File: src/rtl/keypad_pkg.sv
// Shared types and constants for the 4x4 keypad scanner: debounce FSM states,
// typematic repeat timing and the key-index to ASCII map.
package keypad_pkg;

    typedef enum logic [1:0] {
        ST_IDLE     = 2'd0,
        ST_DEBOUNCE = 2'd1,
        ST_PRESSED  = 2'd2,
        ST_RELEASE  = 2'd3
    } kp_state_e;

    localparam int REPEAT_DELAY_FRAMES = 32;
    localparam int REPEAT_RATE_FRAMES  = 8;

    // Index is {row[1:0], col[1:0]}, row-major from the top-left key.
    function automatic logic [6:0] key_map(input logic [3:0] idx);
        logic [6:0] code;
        case (idx)
            4'd0:    code = 7'h31;
            4'd1:    code = 7'h32;
            4'd2:    code = 7'h33;
            4'd3:    code = 7'h41;
            4'd4:    code = 7'h34;
            4'd5:    code = 7'h35;
            4'd6:    code = 7'h36;
            4'd7:    code = 7'h42;
            4'd8:    code = 7'h37;
            4'd9:    code = 7'h38;
            4'd10:   code = 7'h39;
            4'd11:   code = 7'h43;
            4'd12:   code = 7'h2A;
            4'd13:   code = 7'h30;
            4'd14:   code = 7'h23;
            4'd15:   code = 7'h44;
            default: code = 7'h00;
        endcase
        return code;
    endfunction

endpackage

File: src/rtl/keypad_debounce.sv
// Frame-rate press/release debounce FSM for the keypad scanner.
// KEYPAD_TYPEMATIC_EN adds auto-repeat of key_valid while a key stays held.
module keypad_debounce
    import keypad_pkg::*;
#(
    parameter int DEBOUNCE_SCANS = 4
) (
    input  logic        clk,
    input  logic        rst_n,
    input  logic        frame_end,
    input  logic        found,
    input  logic [3:0]  index,
    input  logic [15:0] frame_keys,
    output logic        key_valid,
    output logic        key_held,
    output logic [3:0]  key_index
);

    localparam int CW = $clog2(DEBOUNCE_SCANS + 1);
    localparam logic [CW-1:0] DS_C  = CW'(DEBOUNCE_SCANS);
    localparam logic [CW-1:0] ONE_C = CW'(1);

    kp_state_e     state_q, state_d;
    logic [3:0]    cand_q, cand_d;
    logic [CW-1:0] cnt_q, cnt_d;
    logic [CW-1:0] cnt_inc_s;
    logic          key_valid_q, key_valid_d;
    logic          key_held_q, key_held_d;
    logic          cand_present_s;

`ifdef KEYPAD_TYPEMATIC_EN
    logic [5:0]    rep_q, rep_d;
    logic [5:0]    rep_inc_s;
    logic          rep_first_q, rep_first_d;
`endif

    assign cand_present_s = frame_keys[cand_q];
    assign cnt_inc_s      = cnt_q + ONE_C;

    // Next-state logic; everything advances only on a completed frame.
    always_comb begin
        state_d     = state_q;
        cand_d      = cand_q;
        cnt_d       = cnt_q;
        key_valid_d = 1'b0;
        key_held_d  = key_held_q;
`ifdef KEYPAD_TYPEMATIC_EN
        rep_d       = rep_q;
        rep_first_d = rep_first_q;
        rep_inc_s   = rep_q + 6'd1;
`endif
        if (frame_end) begin
            case (state_q)
                ST_IDLE: begin
                    if (found) begin
                        cand_d = index;
                        if (ONE_C == DS_C) begin
                            state_d     = ST_PRESSED;
                            cnt_d       = '0;
                            key_valid_d = 1'b1;
                            key_held_d  = 1'b1;
`ifdef KEYPAD_TYPEMATIC_EN
                            rep_d       = 6'd0;
                            rep_first_d = 1'b0;
`endif
                        end else begin
                            state_d = ST_DEBOUNCE;
                            cnt_d   = ONE_C;
                        end
                    end else begin
                        cnt_d = '0;
                    end
                end
                ST_DEBOUNCE: begin
                    if (!found) begin
                        state_d = ST_IDLE;
                        cnt_d   = '0;
                    end else if (index != cand_q) begin
                        cand_d = index;
                        cnt_d  = ONE_C;
                    end else if (cnt_inc_s == DS_C) begin
                        state_d     = ST_PRESSED;
                        cnt_d       = '0;
                        key_valid_d = 1'b1;
                        key_held_d  = 1'b1;
`ifdef KEYPAD_TYPEMATIC_EN
                        rep_d       = 6'd0;
                        rep_first_d = 1'b0;
`endif
                    end else begin
                        cnt_d = cnt_inc_s;
                    end
                end
                ST_PRESSED: begin
                    if (!cand_present_s) begin
`ifdef KEYPAD_TYPEMATIC_EN
                        rep_d = 6'd0;
`endif
                        if (ONE_C == DS_C) begin
                            state_d    = ST_IDLE;
                            cnt_d      = '0;
                            key_held_d = 1'b0;
                        end else begin
                            state_d = ST_RELEASE;
                            cnt_d   = ONE_C;
                        end
                    end else begin
`ifdef KEYPAD_TYPEMATIC_EN
                        // First repeat waits the long delay, later ones the short rate.
                        if (!rep_first_q && rep_inc_s == 6'(REPEAT_DELAY_FRAMES)) begin
                            key_valid_d = 1'b1;
                            rep_d       = 6'd0;
                            rep_first_d = 1'b1;
                        end else if (rep_first_q && rep_inc_s == 6'(REPEAT_RATE_FRAMES)) begin
                            key_valid_d = 1'b1;
                            rep_d       = 6'd0;
                        end else begin
                            rep_d = rep_inc_s;
                        end
`else
                        cnt_d = '0;
`endif
                    end
                end
                ST_RELEASE: begin
                    if (cand_present_s) begin
                        state_d = ST_PRESSED;
                        cnt_d   = '0;
                    end else if (cnt_inc_s == DS_C) begin
                        state_d    = ST_IDLE;
                        cnt_d      = '0;
                        key_held_d = 1'b0;
                    end else begin
                        cnt_d = cnt_inc_s;
                    end
                end
                default: begin
                    state_d    = ST_IDLE;
                    cnt_d      = '0;
                    key_held_d = 1'b0;
                end
            endcase
        end else begin
            state_d = state_q;
        end
    end

    // FSM and counter registers.
    always_ff @(posedge clk or negedge rst_n) begin
        if (!rst_n) begin
            state_q     <= ST_IDLE;
            cand_q      <= 4'd0;
            cnt_q       <= '0;
            key_valid_q <= 1'b0;
            key_held_q  <= 1'b0;
`ifdef KEYPAD_TYPEMATIC_EN
            rep_q       <= 6'd0;
            rep_first_q <= 1'b0;
`endif
        end else begin
            state_q     <= state_d;
            cand_q      <= cand_d;
            cnt_q       <= cnt_d;
            key_valid_q <= key_valid_d;
            key_held_q  <= key_held_d;
`ifdef KEYPAD_TYPEMATIC_EN
            rep_q       <= rep_d;
            rep_first_q <= rep_first_d;
`endif
        end
    end

    assign key_valid = key_valid_q;
    assign key_held  = key_held_q;
    assign key_index = cand_q;

endmodule

File: src/rtl/keypad_matrix_scanner.sv
// 4x4 keypad scanner: column synchronizer, row dwell/rotation and per-frame
// priority capture feeding keypad_debounce (auto-repeat under KEYPAD_TYPEMATIC_EN).
module keypad_matrix_scanner
    import keypad_pkg::*;
#(
    parameter int ROWS           = 4,
    parameter int COLS           = 4,
    parameter int SCAN_DIV       = 1000,
    parameter int DEBOUNCE_SCANS = 4
) (
    input  logic            clk,
    input  logic            rst_n,
    input  logic [COLS-1:0] col_in,
    output logic [ROWS-1:0] row_out,
    output logic [6:0]      ascii_code,
    output logic            key_valid,
    output logic            key_held
);

    localparam int DW = $clog2(SCAN_DIV);
    localparam logic [DW-1:0] DWELL_LAST = DW'(SCAN_DIV - 1);

    logic [3:0]    col_meta_q, col_sync_q;
    logic [DW-1:0] dwell_q, dwell_d;
    logic [1:0]    row_idx_q, row_idx_d;
    logic [3:0]    row_out_q, row_out_d;
    logic          found_q, found_d;
    logic [3:0]    idx_q, idx_d;
    logic [15:0]   keys_q, keys_d;
    logic          frame_end_q, frame_end_d;
    logic          frame_found_q, frame_found_d;
    logic [3:0]    frame_idx_q, frame_idx_d;
    logic [15:0]   frame_keys_q, frame_keys_d;
    logic [6:0]    ascii_q, ascii_d;
    logic          key_valid_q, key_held_q;

    logic [3:0]    pressed_s;
    logic          hit_s;
    logic [1:0]    hit_col_s;
    logic [15:0]   row_keys_s;
    logic          db_valid_s, db_held_s;
    logic [3:0]    db_index_s;

    // Two-flop synchronizer for the asynchronous column inputs.
    always_ff @(posedge clk or negedge rst_n) begin
        if (!rst_n) begin
            col_meta_q <= 4'hF;
            col_sync_q <= 4'hF;
        end else begin
            col_meta_q <= col_in;
            col_sync_q <= col_meta_q;
        end
    end

    assign pressed_s  = ~col_sync_q;
    assign hit_s      = |pressed_s;
    assign hit_col_s  = pressed_s[0] ? 2'd0 : pressed_s[1] ? 2'd1 : pressed_s[2] ? 2'd2 : 2'd3;
    assign row_keys_s = {12'd0, pressed_s} << {row_idx_q, 2'b00};

    // Dwell timing, row rotation and frame capture; columns are read on the last dwell cycle.
    always_comb begin
        dwell_d       = dwell_q + DW'(1);
        row_idx_d     = row_idx_q;
        row_out_d     = row_out_q;
        found_d       = found_q;
        idx_d         = idx_q;
        keys_d        = keys_q;
        frame_end_d   = 1'b0;
        frame_found_d = frame_found_q;
        frame_idx_d   = frame_idx_q;
        frame_keys_d  = frame_keys_q;
        if (dwell_q == DWELL_LAST) begin
            dwell_d   = '0;
            row_idx_d = row_idx_q + 2'd1;
            row_out_d = {row_out_q[2:0], row_out_q[3]};
            keys_d    = keys_q | row_keys_s;
            if (!found_q && hit_s) begin
                found_d = 1'b1;
                idx_d   = {row_idx_q, hit_col_s};
            end else begin
                found_d = found_q;
            end
            if (row_idx_q == 2'd3) begin
                frame_end_d   = 1'b1;
                frame_found_d = found_d;
                frame_idx_d   = idx_d;
                frame_keys_d  = keys_d;
                found_d       = 1'b0;
                idx_d         = 4'd0;
                keys_d        = 16'd0;
            end else begin
                frame_end_d = 1'b0;
            end
        end else begin
            row_idx_d = row_idx_q;
        end
    end

    // Scan registers.
    always_ff @(posedge clk or negedge rst_n) begin
        if (!rst_n) begin
            dwell_q       <= '0;
            row_idx_q     <= 2'd0;
            row_out_q     <= 4'b1110;
            found_q       <= 1'b0;
            idx_q         <= 4'd0;
            keys_q        <= 16'd0;
            frame_end_q   <= 1'b0;
            frame_found_q <= 1'b0;
            frame_idx_q   <= 4'd0;
            frame_keys_q  <= 16'd0;
        end else begin
            dwell_q       <= dwell_d;
            row_idx_q     <= row_idx_d;
            row_out_q     <= row_out_d;
            found_q       <= found_d;
            idx_q         <= idx_d;
            keys_q        <= keys_d;
            frame_end_q   <= frame_end_d;
            frame_found_q <= frame_found_d;
            frame_idx_q   <= frame_idx_d;
            frame_keys_q  <= frame_keys_d;
        end
    end

    keypad_debounce #(
        .DEBOUNCE_SCANS(DEBOUNCE_SCANS)
    ) u_debounce (
        .clk        (clk),
        .rst_n      (rst_n),
        .frame_end  (frame_end_q),
        .found      (frame_found_q),
        .index      (frame_idx_q),
        .frame_keys (frame_keys_q),
        .key_valid  (db_valid_s),
        .key_held   (db_held_s),
        .key_index  (db_index_s)
    );

    // ascii_code only changes alongside a key_valid pulse and otherwise holds.
    always_comb begin
        if (db_valid_s) begin
            ascii_d = key_map(db_index_s);
        end else begin
            ascii_d = ascii_q;
        end
    end

    // Output registers, kept aligned with each other.
    always_ff @(posedge clk or negedge rst_n) begin
        if (!rst_n) begin
            ascii_q     <= 7'h00;
            key_valid_q <= 1'b0;
            key_held_q  <= 1'b0;
        end else begin
            ascii_q     <= ascii_d;
            key_valid_q <= db_valid_s;
            key_held_q  <= db_held_s;
        end
    end

    assign row_out    = row_out_q;
    assign ascii_code = ascii_q;
    assign key_valid  = key_valid_q;
    assign key_held   = key_held_q;

endmodule

File: config.mk
export PLATFORM = sky130hd
export DESIGN_NAME = keypad_matrix_scanner
export DESIGN_NICKNAME = d
export VERILOG_FILES = /design/src/rtl/keypad_pkg.sv /design/src/rtl/keypad_debounce.sv /design/src/rtl/keypad_matrix_scanner.sv
export SDC_FILE = /design/constraint.sdc
export NUM_CORES = 1
export LEC_CHECK = 0
export ABC_AREA = 1
export ABC_CLOCK_PERIOD_IN_PS = 2320
export CORE_MARGIN = 2
export CORE_UTILIZATION = 50
export CTS_CLUSTER_SIZE = 30
export DETAILED_ROUTE_END_ITERATION = 12
export PLACE_DENSITY = 0.68
export SYNTH_ARGS = -nofsm -noshare
export SYNTH_HDL_FRONTEND = slang
export SYNTH_SLANG_ARGS = --single-unit
File: constraint.sdc
create_clock -name clk -period 2.32 [get_ports clk]
set_input_delay 0.348 -clock clk [delete_from_list [all_inputs] [get_ports clk]]
set_output_delay 0.348 -clock clk [all_outputs]
set_load 0.02 [all_outputs]
==> impl_metrics.env, run 1 <==
export IMPL_placement_rows=33
export IMPL_wire_per_inst_um=12.9
export IMPL_layout_cell_share_with_drive_strength_beyond_1_pct=12.4
export IMPL_fin_tns_setup_ns=0
export IMPL_r2r_start="dwell_q[0]"
export IMPL_yosysTopAreaCell="dfrtp_1"
export IMPL_place_detailed_instances=580
export IMPL_setup_viol=0
export IMPL_worstPathCellList="ha_1 -> nand2_1 -> nor3_4 -> nand3_4 -> inv_2 -> buf_12 -> nor2_1 -> nor3_1"
export IMPL_min_path_type="reg2reg"
export IMPL_cts_htree_levels=3
export IMPL_synth_area_per_cell_um2=8.93
export IMPL_remaining_drc_errors=0
export IMPL_antennaDiodeCount=0
export IMPL_cellPowerDensity_nw_per_um2=574
export IMPL_critPathMaxStageDelay_ns=0.40
export IMPL_area_share_of_the_largest_cell_type_after_synthesis_pct=45.9
export IMPL_track_usage_pct=19.3
export IMPL_gp_weighted_congestion=0.861
export IMPL_min_delay_start="col_meta_q[1]"
export IMPL_die_span_in_y_um=95.0
export IMPL_detail_route_iter0_violations=151
export IMPL_cts_repair_timing_setup_buffer_count=0
export IMPL_vias=3026
export IMPL_fillerInstances=742
export IMPL_timing_critical_path_slowest_stage_cell="dfrtp_1"
export IMPL_timing_reg2reg_setup_slack_ns=0.46
export IMPL_rr_worst_depth=8
export IMPL_clock_tree_root_cell="clkbuf_8"
export IMPL_worst_ep_arrival_time_ns=2.13
export IMPL_end_kind="flop"
export IMPL_place_hpwl_um=5500
export IMPL_max_slew_violations=0
export IMPL_layout_cells_non_filler=597
export IMPL_synth_net_count=480
export IMPL_ioPinCount=19
export IMPL_clock_insertion_delay_worst_skew_ns=0.35
export IMPL_final_min_period_over_clock_period_pct=80.2
export IMPL_power_static_leakage_nw=2.28
export IMPL_die_area_um2=9030
export IMPL_cts_buffers=9
export IMPL_initial_antenna_violation_count=0
export IMPL_synth_edf_count=0
export IMPL_syn_to_final_growth_pct=12.0
export IMPL_floorplan_initialDensity_pct=50.9
export IMPL_die_width_um=95.0
export IMPL_fin_nets=503
export IMPL_worst_hold_slack_after_final_layout_ns=0.361
export IMPL_leading_post_synthesis_cells_by_cell_area="dfrtp_1 46%, nand2_1 10%, dfstp_2 7.0%"
export IMPL_rsz0062_at_grt="false"
export IMPL_crit_start="dwell_q[0]"
export IMPL_critical_path_launch_point_type="flop"
export IMPL_worst_endpoint_required_ns=2.59
export IMPL_timing_setup_critical_path_class="reg2reg"
export IMPL_ys_seq_area_share_pct=52.9
export IMPL_async_reset_ff_share_pct=100
export IMPL_drt_first_pass_iters=4
export IMPL_ctsLongestPathBuffers=2
export IMPL_run_status="finished, final reports clean"
export IMPL_max_cap_violations=0
export IMPL_grt_remaining_overflow=0
export IMPL_port_buffers=18
export IMPL_grt_pass1_vias=2840
export IMPL_ant_nets=0
export IMPL_number_of_flip_flops_and_latches_in_the_synthesized_netlist=87
export IMPL_first_pass_grt_wire_length_um=13400
export IMPL_routed_wl_um=7720
export IMPL_fp_coreArea_um2=8130
export IMPL_layout_min_cycle_time_ns=1.86
export IMPL_cts_clk_slew_worst_paths_ns=0.09
export IMPL_number_of_warnings_reported_in_the_yosys_synthesis_log=0
export IMPL_syn_cell_area_um2=4140
export IMPL_report_final_hold_viol_count=0
export IMPL_clkSinkCount=87
export IMPL_max_freq_mhz=538
export IMPL_post_synth_inst_count=464
export IMPL_worstPathMaxFanout=21
export IMPL_tightest_slew_ns=0.385
export IMPL_synth_ff_type="dfrtp_1"
export IMPL_irDropWorstVdd_mv=0.238
export IMPL_whs_path_depth=0
export IMPL_grt_max_degree=48
export IMPL_max_slew_margin_rel_pct=74.3
export IMPL_fin_skew_ns=0.0104
export IMPL_vias_per_cell=5.07
export IMPL_synth_distinct_cells=40
export IMPL_cts_tree="built"
-- cell usage in the layout, fill, tap and decap left out, drive strengths merged, types with 6 or more instances in the layout --
| cell | synthesis | layout |
|---|---|---|
| nor2 | 41 | 41 |
| a31oi | 9 | 9 |
| o21bai | 8 | 8 |
| o21ai | 42 | 42 |
| nand3 | 27 | 27 |
| clkbuf | 1 | 12 |
| dfrtp | 76 | 76 |
| nor3 | 14 | 14 |
| buf | 11 | 6 |
| dfstp | 11 | 11 |
| clkdlybuf4s50 | 0 | 17 |
| o211a | 7 | 7 |
| ha | 10 | 10 |
| nand2 | 112 | 112 |
| a21oi | 16 | 16 |
| inv | 58 | 61 |
-- Yosys cell counts (3+ instances only) --
library cell / count
inv_2: 3
nor3_1: 11
o21ai_2: 11
buf_4: 5
nand3_1: 26
xor2_1: 4
dfstp_2: 11
o21bai_1: 8
ha_1: 10
o211a_1: 7
o21ai_0: 27
clkinv_1: 3
buf_2: 3
inv_1: 54
a31oi_1: 9
nand2_1: 110
buf_6: 3
o22ai_1: 3
o21ai_1: 4
dfrtp_1: 76
a21oi_1: 15
nor2_1: 38
-- state kept, by name, indices dropped and copies added (netlist names), 2 cells and up --
name / count
ascii_code: 7
u_debounce.cnt_q: 3
u_debounce.key_index: 4
row_out: 4
frame_idx_q: 4
u_debounce.state_q: 2
keys_q: 16
idx_q: 4
dwell_q: 10
row_idx_q: 2
frame_keys_q: 16
col_meta_q: 4
col_sync_q: 4
-- report_power, final --
part	internal, mW	switching (mW)
logic	0.0165	0.0412
clock network	0.524	0.553
registers	1.53	0.00348
total	2.07	0.598
-- worst max-delay path: cells and delay by family, from the launching register on --
family / cells / cell delay (ns)
AND/OR/NAND/NOR: 5 / 0.62
flip-flops: 1 / 0.40
buffers and inverters: 2 / 0.54
adder cells (fa/ha/maj): 1 / 0.20
-- final timing paths --
check,end
setup reg to reg,keys_q[1]
hold / removal,col_sync_q[1]
setup / recovery,keys_q[1]
hold reg to reg,col_sync_q[1]
min in group asynchronous,ascii_code[6]
max in group asynchronous,row_out[3]
-- per-stage QoR --
stage          utilization (%)  area [um2]  setup slack [ns]  power [mW]
2_1_floorplan                -        4140             0.755        1.57
3_3_place_gp              54.4        4430             0.538        1.62
3_5_place_dp              54.4        4430             0.453        1.62
4_1_cts                   57.1        4640             0.436        2.70
5_1_grt                   57.1        4640             0.310        2.77
6_report                  57.1        4640             0.460        2.67
-- cell families after synthesis --
| logic type | after synthesis | share of synthesized area, % |
|---|---|---|
| XOR/XNOR | 4 | 0.845 |
| AND/OR/NAND/NOR | 201 | 21.4 |
| flip-flops | 87 | 52.9 |
| adder cells (fa/ha/maj) | 10 | 3.02 |
| buffers and inverters | 73 | 7.76 |
| AO/OA/AOI/OAI | 89 | 14.1 |
-- final cells by class --
type	instances	area, um2	area share [%]
multi-input cells	304	1630	35.1
clock buffers	12	176	3.80
clock inverters	4	31.3	0.674
well taps	105	131	2.83
flip-flops and latches	87	2190	47.2
repair buffers	24	250	5.39
inverters	61	231	4.99
-- timing repair --
item / 4_1_cts / 5_1_grt
hold buffers: 1 / 0
setup endpoints to repair: 0 / 0
hold endpoints to repair: 26 / 0
gates resized for setup: 0 / 0
-- layer usage --
metal | vias up | global-route usage, % | routed length, um
met5 | - | 0 | 0
met4 | 0 | 8.70 | 82
met3 | 6 | 3.40 | 343
met2 | 64 | 30.6 | 3630
met1 | 1406 | 26.3 | 3670
li1 | 1550 | - | -
Note: power is estimated with default switching activity, not from simulation.
==> run 2: changes to the inputs <==
ABC_CLOCK_PERIOD_IN_PS = 1600   (was 2320)
PLACE_DENSITY = 0.71   (was 0.68)
clock period = 1.6 ns   (was 2.32 ns; I/O delays follow)
==> impl_metrics.env, run 2 (synthesis gave the netlist of run 1 again) <==
export IMPL_drt_first_pass_iters=4
export IMPL_worstPathCellList="buf_6 -> nand2_4 -> a21oi_4 -> nand2_4 -> nand2_2 -> nand2_2 -> nor2_4 -> nand2_2 -> nor2_2 -> nand2_1 -> nand2_1"
export IMPL_clkSinkCount=87
export IMPL_timing_critical_path_slowest_stage_cell="dfrtp_2"
export IMPL_max_slew_margin_rel_pct=73.4
export IMPL_cts_buffers=9
export IMPL_antennaDiodeCount=0
export IMPL_report_final_hold_viol_count=0
export IMPL_rsz0062_at_grt="true"
export IMPL_wire_per_inst_um=14.0
export IMPL_fin_nets=529
export IMPL_power_static_leakage_nw=2.61
export IMPL_crit_buf_inv=1
export IMPL_critical_path_most_common_cell="nand2_2"
export IMPL_cellPowerDensity_nw_per_um2=813
export IMPL_setup_viol=0
export IMPL_fin_skew_ns=0.00972
export IMPL_most_common_layout_cells="97 x nand2_1, 73 x dfrtp_1, 52 x inv_1"
export IMPL_grt_remaining_overflow=0
export IMPL_grt_max_degree=38
export IMPL_cts_clk_slew_worst_paths_ns=0.09
export IMPL_worst_ep_arrival_time_ns=1.87
export IMPL_rr_worst_depth=11
export IMPL_placement_rows=33
export IMPL_max_slew_violations=0
export IMPL_final_min_period_over_clock_period_pct=97.9
export IMPL_ant_nets=0
export IMPL_layout_cell_share_with_drive_strength_beyond_1_pct=23.0
export IMPL_worstPathMaxFanout=7
export IMPL_power_mw=4.16
export IMPL_tightest_slew_ns=0.400
export IMPL_syn_to_final_growth_pct=23.5
export IMPL_worst_endpoint_required_ns=1.90
export IMPL_top_regs="frame_keys_q (16), keys_q (16), dwell_q (10)"
export IMPL_run_status="finished, final reports clean"
export IMPL_routed_wl_um=8710
export IMPL_crit_start="u_debounce.key_index[0]"
export IMPL_postLayoutCoreUtil_pct=62.9
export IMPL_cts_tree="built"
export IMPL_gp_weighted_congestion=0.877
export IMPL_clock_insertion_delay_worst_skew_ns=0.35
export IMPL_die_area_um2=9030
export IMPL_port_buffers=18
export IMPL_track_usage_pct=20.6
export IMPL_initial_antenna_violation_count=0
export IMPL_timing_reg2reg_setup_slack_ns=0.03
export IMPL_remaining_drc_errors=0
export IMPL_vias_per_cell=5.20
export IMPL_detail_route_iter0_violations=191
export IMPL_end_kind="flop"
export IMPL_r2r_start="u_debounce.key_index[0]"
export IMPL_clock_tree_root_cell="clkbuf_8"
export IMPL_min_path_type="in2reg"
export IMPL_irDropWorstVdd_mv=0.496
export IMPL_placement_cell_area_um2=4550
export IMPL_place_hpwl_um=5730
export IMPL_ctsLongestPathBuffers=2
export IMPL_die_width_um=95.0
export IMPL_ioPinCount=19
export IMPL_timing_critical_path_depth=11
export IMPL_timing_setup_critical_path_class="reg2reg"
export IMPL_critical_path_launch_point_type="flop"
export IMPL_worst_setup_path_endpoint="u_debounce.state_q[0]"
export IMPL_finalInstanceArea_um2=5120
export IMPL_worst_r2r_endpoint="u_debounce.state_q[0]"
export IMPL_grt_pass1_vias=3191
export IMPL_die_span_in_y_um=95.0
export IMPL_cp_top_family="simple AND/OR/NAND/NOR gates"
export IMPL_floorplan_initialDensity_pct=50.9
export IMPL_first_pass_grt_wire_length_um=14600
export IMPL_max_freq_mhz=638
export IMPL_cts_htree_levels=3
export IMPL_fp_coreArea_um2=8130
export IMPL_max_cap_violations=0
export IMPL_layout_min_cycle_time_ns=1.57
export IMPL_vias=3238
export IMPL_mostFrequentLayoutCell="nand2_1"
export IMPL_critPathMaxStageDelay_ns=0.50
==> run 2: changes by cell type in the layout (fill, tap and decap cells not counted), sizes merged <==
cell and change:
dlymetal6s2s +6, bufinv +3, clkinv +3, clkdlybuf4s50 -9, inv -4, dlygate4sd2 +3
buf +24
==> run 2: worst register-to-register path: cells and delay by family (launching register included) <==
kind | cells | cell delay (ns)
and+or+nand+nor | 9 | 0.69
buffers and inverters | 1 | 0.14
AOI/OAI and AO/OA | 1 | 0.17
DFF | 1 | 0.50
==> run 2: stage by stage <==
| stage | setup WS [ns] | hold WS (ns) | cells | TNS (ns) |
|---|---|---|---|---|
| 2_1_floorplan | 0.0354 | -0.0556 | 464 | 0 |
| 3_3_place_gp | -0.0564 | 0.198 | 593 | -0.174 |
| 3_5_place_dp | -0.0620 | 0.193 | 593 | -0.201 |
| 4_1_cts | -0.0135 | 0.278 | 611 | -0.0135 |
| 5_1_grt | -0.0700 | 0.274 | 623 | -0.247 |
| 6_report | 0.0332 | 0.292 | 623 | 0 |
==> run 2: worst min path at each step <==
stage,start,cells after the start,to
finish,col_in[2],1,col_meta_q[2]
global route,col_in[1],1,col_meta_q[1]
CTS,col_in[2],1,col_meta_q[2]
detailed placement,rst_n,1,frame_keys_q[14]
global placement,rst_n,1,frame_keys_q[14]
floorplan,rst_n,0,ascii_code[0]
==> run 2: cell type report <==
cell class                      instances  area (um2)
Timing Repair inverter                  1        5.00
Clock inverter                          5         104
Clock buffer                           11         141
Fill cell                             677        3020
Inverter                               61         249
Tap cell                              105         131
Timing Repair Buffer                   49         499
Sequential cell                        87        2190
Multi-Input combinational cell        304        1790
==> run 2: timing repair <==
item | 4_1_cts | 5_1_grt
pin swaps | 0 | 12
hold buffers | 1 | 0
hold endpoints to repair | 22 | 0
cloned | 0 | 2
setup buffers | 1 | 10
gates resized for setup | 10 | 53
setup endpoints to repair | 27 | 61
==> run 2: power breakdown <==
group,switching [mW],internal [mW],leakage (nW)
logic,0.0617,0.0253,1.33
registers,0.00591,2.22,1.16
clock network,0.768,1.08,0.124
total,0.836,3.32,2.61
==> run 2: layer usage <==
metal / part of all wire [%] / wire (um) / track usage [%] / vias up
li1: - / - / - / 1604
met4: 2.0 / 176 / 7.97 / 0
met5: 0 / 0 / 0 / -
met2: 49 / 4300 / 32.9 / 72
met1: 45 / 3960 / 28.0 / 1546
met3: 3.2 / 276 / 4.11 / 16
==> run 3: changes to the inputs <==
ABC_CLOCK_PERIOD_IN_PS = 1300   (was 1600)
clock period = 1.3 ns   (was 1.6 ns; I/O delays follow)
==> impl_metrics.env, run 3 (synthesis gave the netlist of run 1 again) <==
export IMPL_grt_pass1_vias=3326
export IMPL_layout_cells_non_filler=672
export IMPL_irDropWorstVdd_mv=0.564
export IMPL_detailedPlace_worstSlack_ns=-0.290
export IMPL_fin_nets=578
export IMPL_rr_worst_depth=9
export IMPL_placement_cell_area_um2=4890
export IMPL_crit_buf_inv=2
export IMPL_max_slew_violations=0
export IMPL_cts_clk_slew_worst_paths_ns=0.08
export IMPL_antennaDiodeCount=0
export IMPL_setup_viol=72
export IMPL_final_critical_path_setup_slack_ns=-0.260
export IMPL_wire_per_inst_um=14.8
export IMPL_r2r_start="dwell_q[0]"
export IMPL_globalRouteMet1Util_pct=26.4
export IMPL_globalRouteMet3Util_pct=4.35
export IMPL_vias_per_cell=5.25
export IMPL_critical_path_launch_point_type="flop"
export IMPL_end_kind="flop"
export IMPL_placement_rows=33
export IMPL_place_detailed_instances=630
export IMPL_most_common_layout_cells="76 x nand2_1, 74 x dfrtp_1, 60 x buf_4"
export IMPL_ctsLongestPathBuffers=2
export IMPL_max_freq_mhz=641
export IMPL_postLayoutCoreUtil_pct=71.6
export IMPL_grt_remaining_overflow=0
export IMPL_cts_htree_levels=3
export IMPL_drt_first_pass_iters=7
export IMPL_vias=3525
export IMPL_ioPinCount=19
export IMPL_detail_route_iter0_violations=196
export IMPL_floorplan_initialDensity_pct=50.9
export IMPL_die_width_um=95.0
export IMPL_cts_tree="built"
export IMPL_top_regs="frame_keys_q (16), keys_q (16), dwell_q (10)"
export IMPL_rsz0062_at_grt="true"
export IMPL_worst_endpoint_required_ns=1.53
export IMPL_global_route_usage_met2_pct=36.5
export IMPL_worst_r2r_endpoint="frame_keys_q[1]"
export IMPL_timing_setup_critical_path_class="reg2reg"
export IMPL_fp_coreArea_um2=8130
export IMPL_port_buffers=18
export IMPL_mostFrequentLayoutCell="nand2_1"
export IMPL_fin_skew_ns=0.00963
export IMPL_routed_wl_um=9950
export IMPL_initial_antenna_violation_count=0
export IMPL_finalInstanceArea_um2=5830
export IMPL_tightest_slew_ns=0.458
export IMPL_track_usage_pct=21.5
export IMPL_timing_critical_path_depth=9
export IMPL_layout_min_cycle_time_ns=1.56
export IMPL_gp_weighted_congestion=0.813
export IMPL_run_status="finished with violations"
export IMPL_cellPowerDensity_nw_per_um2=843
export IMPL_clkSinkCount=87
export IMPL_power_static_leakage_nw=2.88
export IMPL_violations_in_the_final_reports="setup timing"
export IMPL_remaining_drc_errors=0
export IMPL_die_span_in_y_um=95.0
export IMPL_place_hpwl_um=6090
export IMPL_grt_busiest_layer="met2"
export IMPL_timing_critical_path_slowest_stage_cell="dfrtp_1"
export IMPL_die_area_um2=9030
export IMPL_max_cap_violations=0
export IMPL_grt_max_degree=28
export IMPL_worstPathMaxFanout=17
export IMPL_cts_buffers=9
export IMPL_crit_start="dwell_q[0]"
export IMPL_clock_tree_root_cell="clkbuf_8"
export IMPL_cp_top_family="simple AND/OR/NAND/NOR gates"
export IMPL_worst_ep_arrival_time_ns=1.79
export IMPL_layout_cell_share_with_drive_strength_beyond_1_pct=39.7
export IMPL_min_path_type="in2reg"
export IMPL_timing_reg2reg_setup_slack_ns=-0.26
export IMPL_worstPathCellList="ha_2 -> nand2_2 -> nor3_4 -> nand3_4 -> nor2_8 -> buf_12 -> inv_16 -> nand2_1 -> o21ai_2"
export IMPL_ant_nets=0
export IMPL_clock_insertion_delay_worst_skew_ns=0.36
export IMPL_max_slew_margin_rel_pct=69.3
export IMPL_fillerInstances=529
export IMPL_final_min_period_over_clock_period_pct=120
export IMPL_report_final_hold_viol_count=0
export IMPL_first_pass_grt_wire_length_um=15000
export IMPL_syn_to_final_growth_pct=40.6
export IMPL_worst_setup_path_endpoint="frame_keys_q[1]"
export IMPL_power_mw=4.91
export IMPL_critPathMaxStageDelay_ns=0.37
[run 3: through the flow]
stage / setup TNS, ns / hold slack, ns
final: -13.25 / 0.240
after global routing: -18.85 / 0.220
after CTS: -10.10 / 0.224
after detailed placement: -12.42 / 0.112
after global placement: -9.13 / 0.114
after floorplan: -10.08 / -0.101
[run 3: worst min-delay path by stage]
| stage | start | to | slack (ns) | cells past startpoint |
|---|---|---|---|---|
| floorplan | rst_n | ascii_code[0] | -0.10 | 0 |
| finish | col_in[3] | col_meta_q[3] | 0.24 | 1 |
| global placement | rst_n | ascii_code[6] | 0.11 | 1 |
| detailed placement | rst_n | ascii_code[2] | 0.11 | 1 |
| global route | col_in[3] | col_meta_q[3] | 0.22 | 1 |
| CTS | col_in[2] | col_meta_q[2] | 0.22 | 1 |
[run 3: repair_timing]
item | in CTS | in global routing
cloned | 1 | 4
setup endpoints to repair | 86 | 76
gates resized for setup | 79 | 76
hold endpoints to repair | 17 | 0
hold buffers | 1 | 0
pin swaps | 12 | 19
buffers inserted | 8 | 13
[run 3: routing by layer]
layer | wire length [um] | share of wire [%]
met5 | 0 | 0
met4 | 284 | 2.9
met3 | 339 | 3.4
met2 | 5270 | 53
met1 | 4050 | 41
[run 3: power breakdown]
| group | internal, mW | switching [mW] | total [mW] | leakage (nW) |
|---|---|---|---|---|
| Sequential | 2.73 | 0.00466 | 2.73 | 1.16 |
| Combinational | 0.0427 | 0.0866 | 0.129 | 1.61 |
| Clock | 1.09 | 0.965 | 2.05 | 0.107 |
[run 3: area by class of cell]
| type | instances | area (um2) | area share (%) |
|---|---|---|---|
| Sequential cell | 87 | 2190 | 37.7 |
| Clock buffer | 11 | 131 | 2.26 |
| Multi-Input combinational cell | 304 | 2080 | 35.7 |
| Timing Repair Buffer | 98 | 936 | 16.1 |
| Timing Repair inverter | 1 | 16.3 | 0.279 |
| Tap cell | 105 | 131 | 2.26 |
| Inverter | 61 | 255 | 4.38 |
| Clock inverter | 5 | 82.6 | 1.42 |
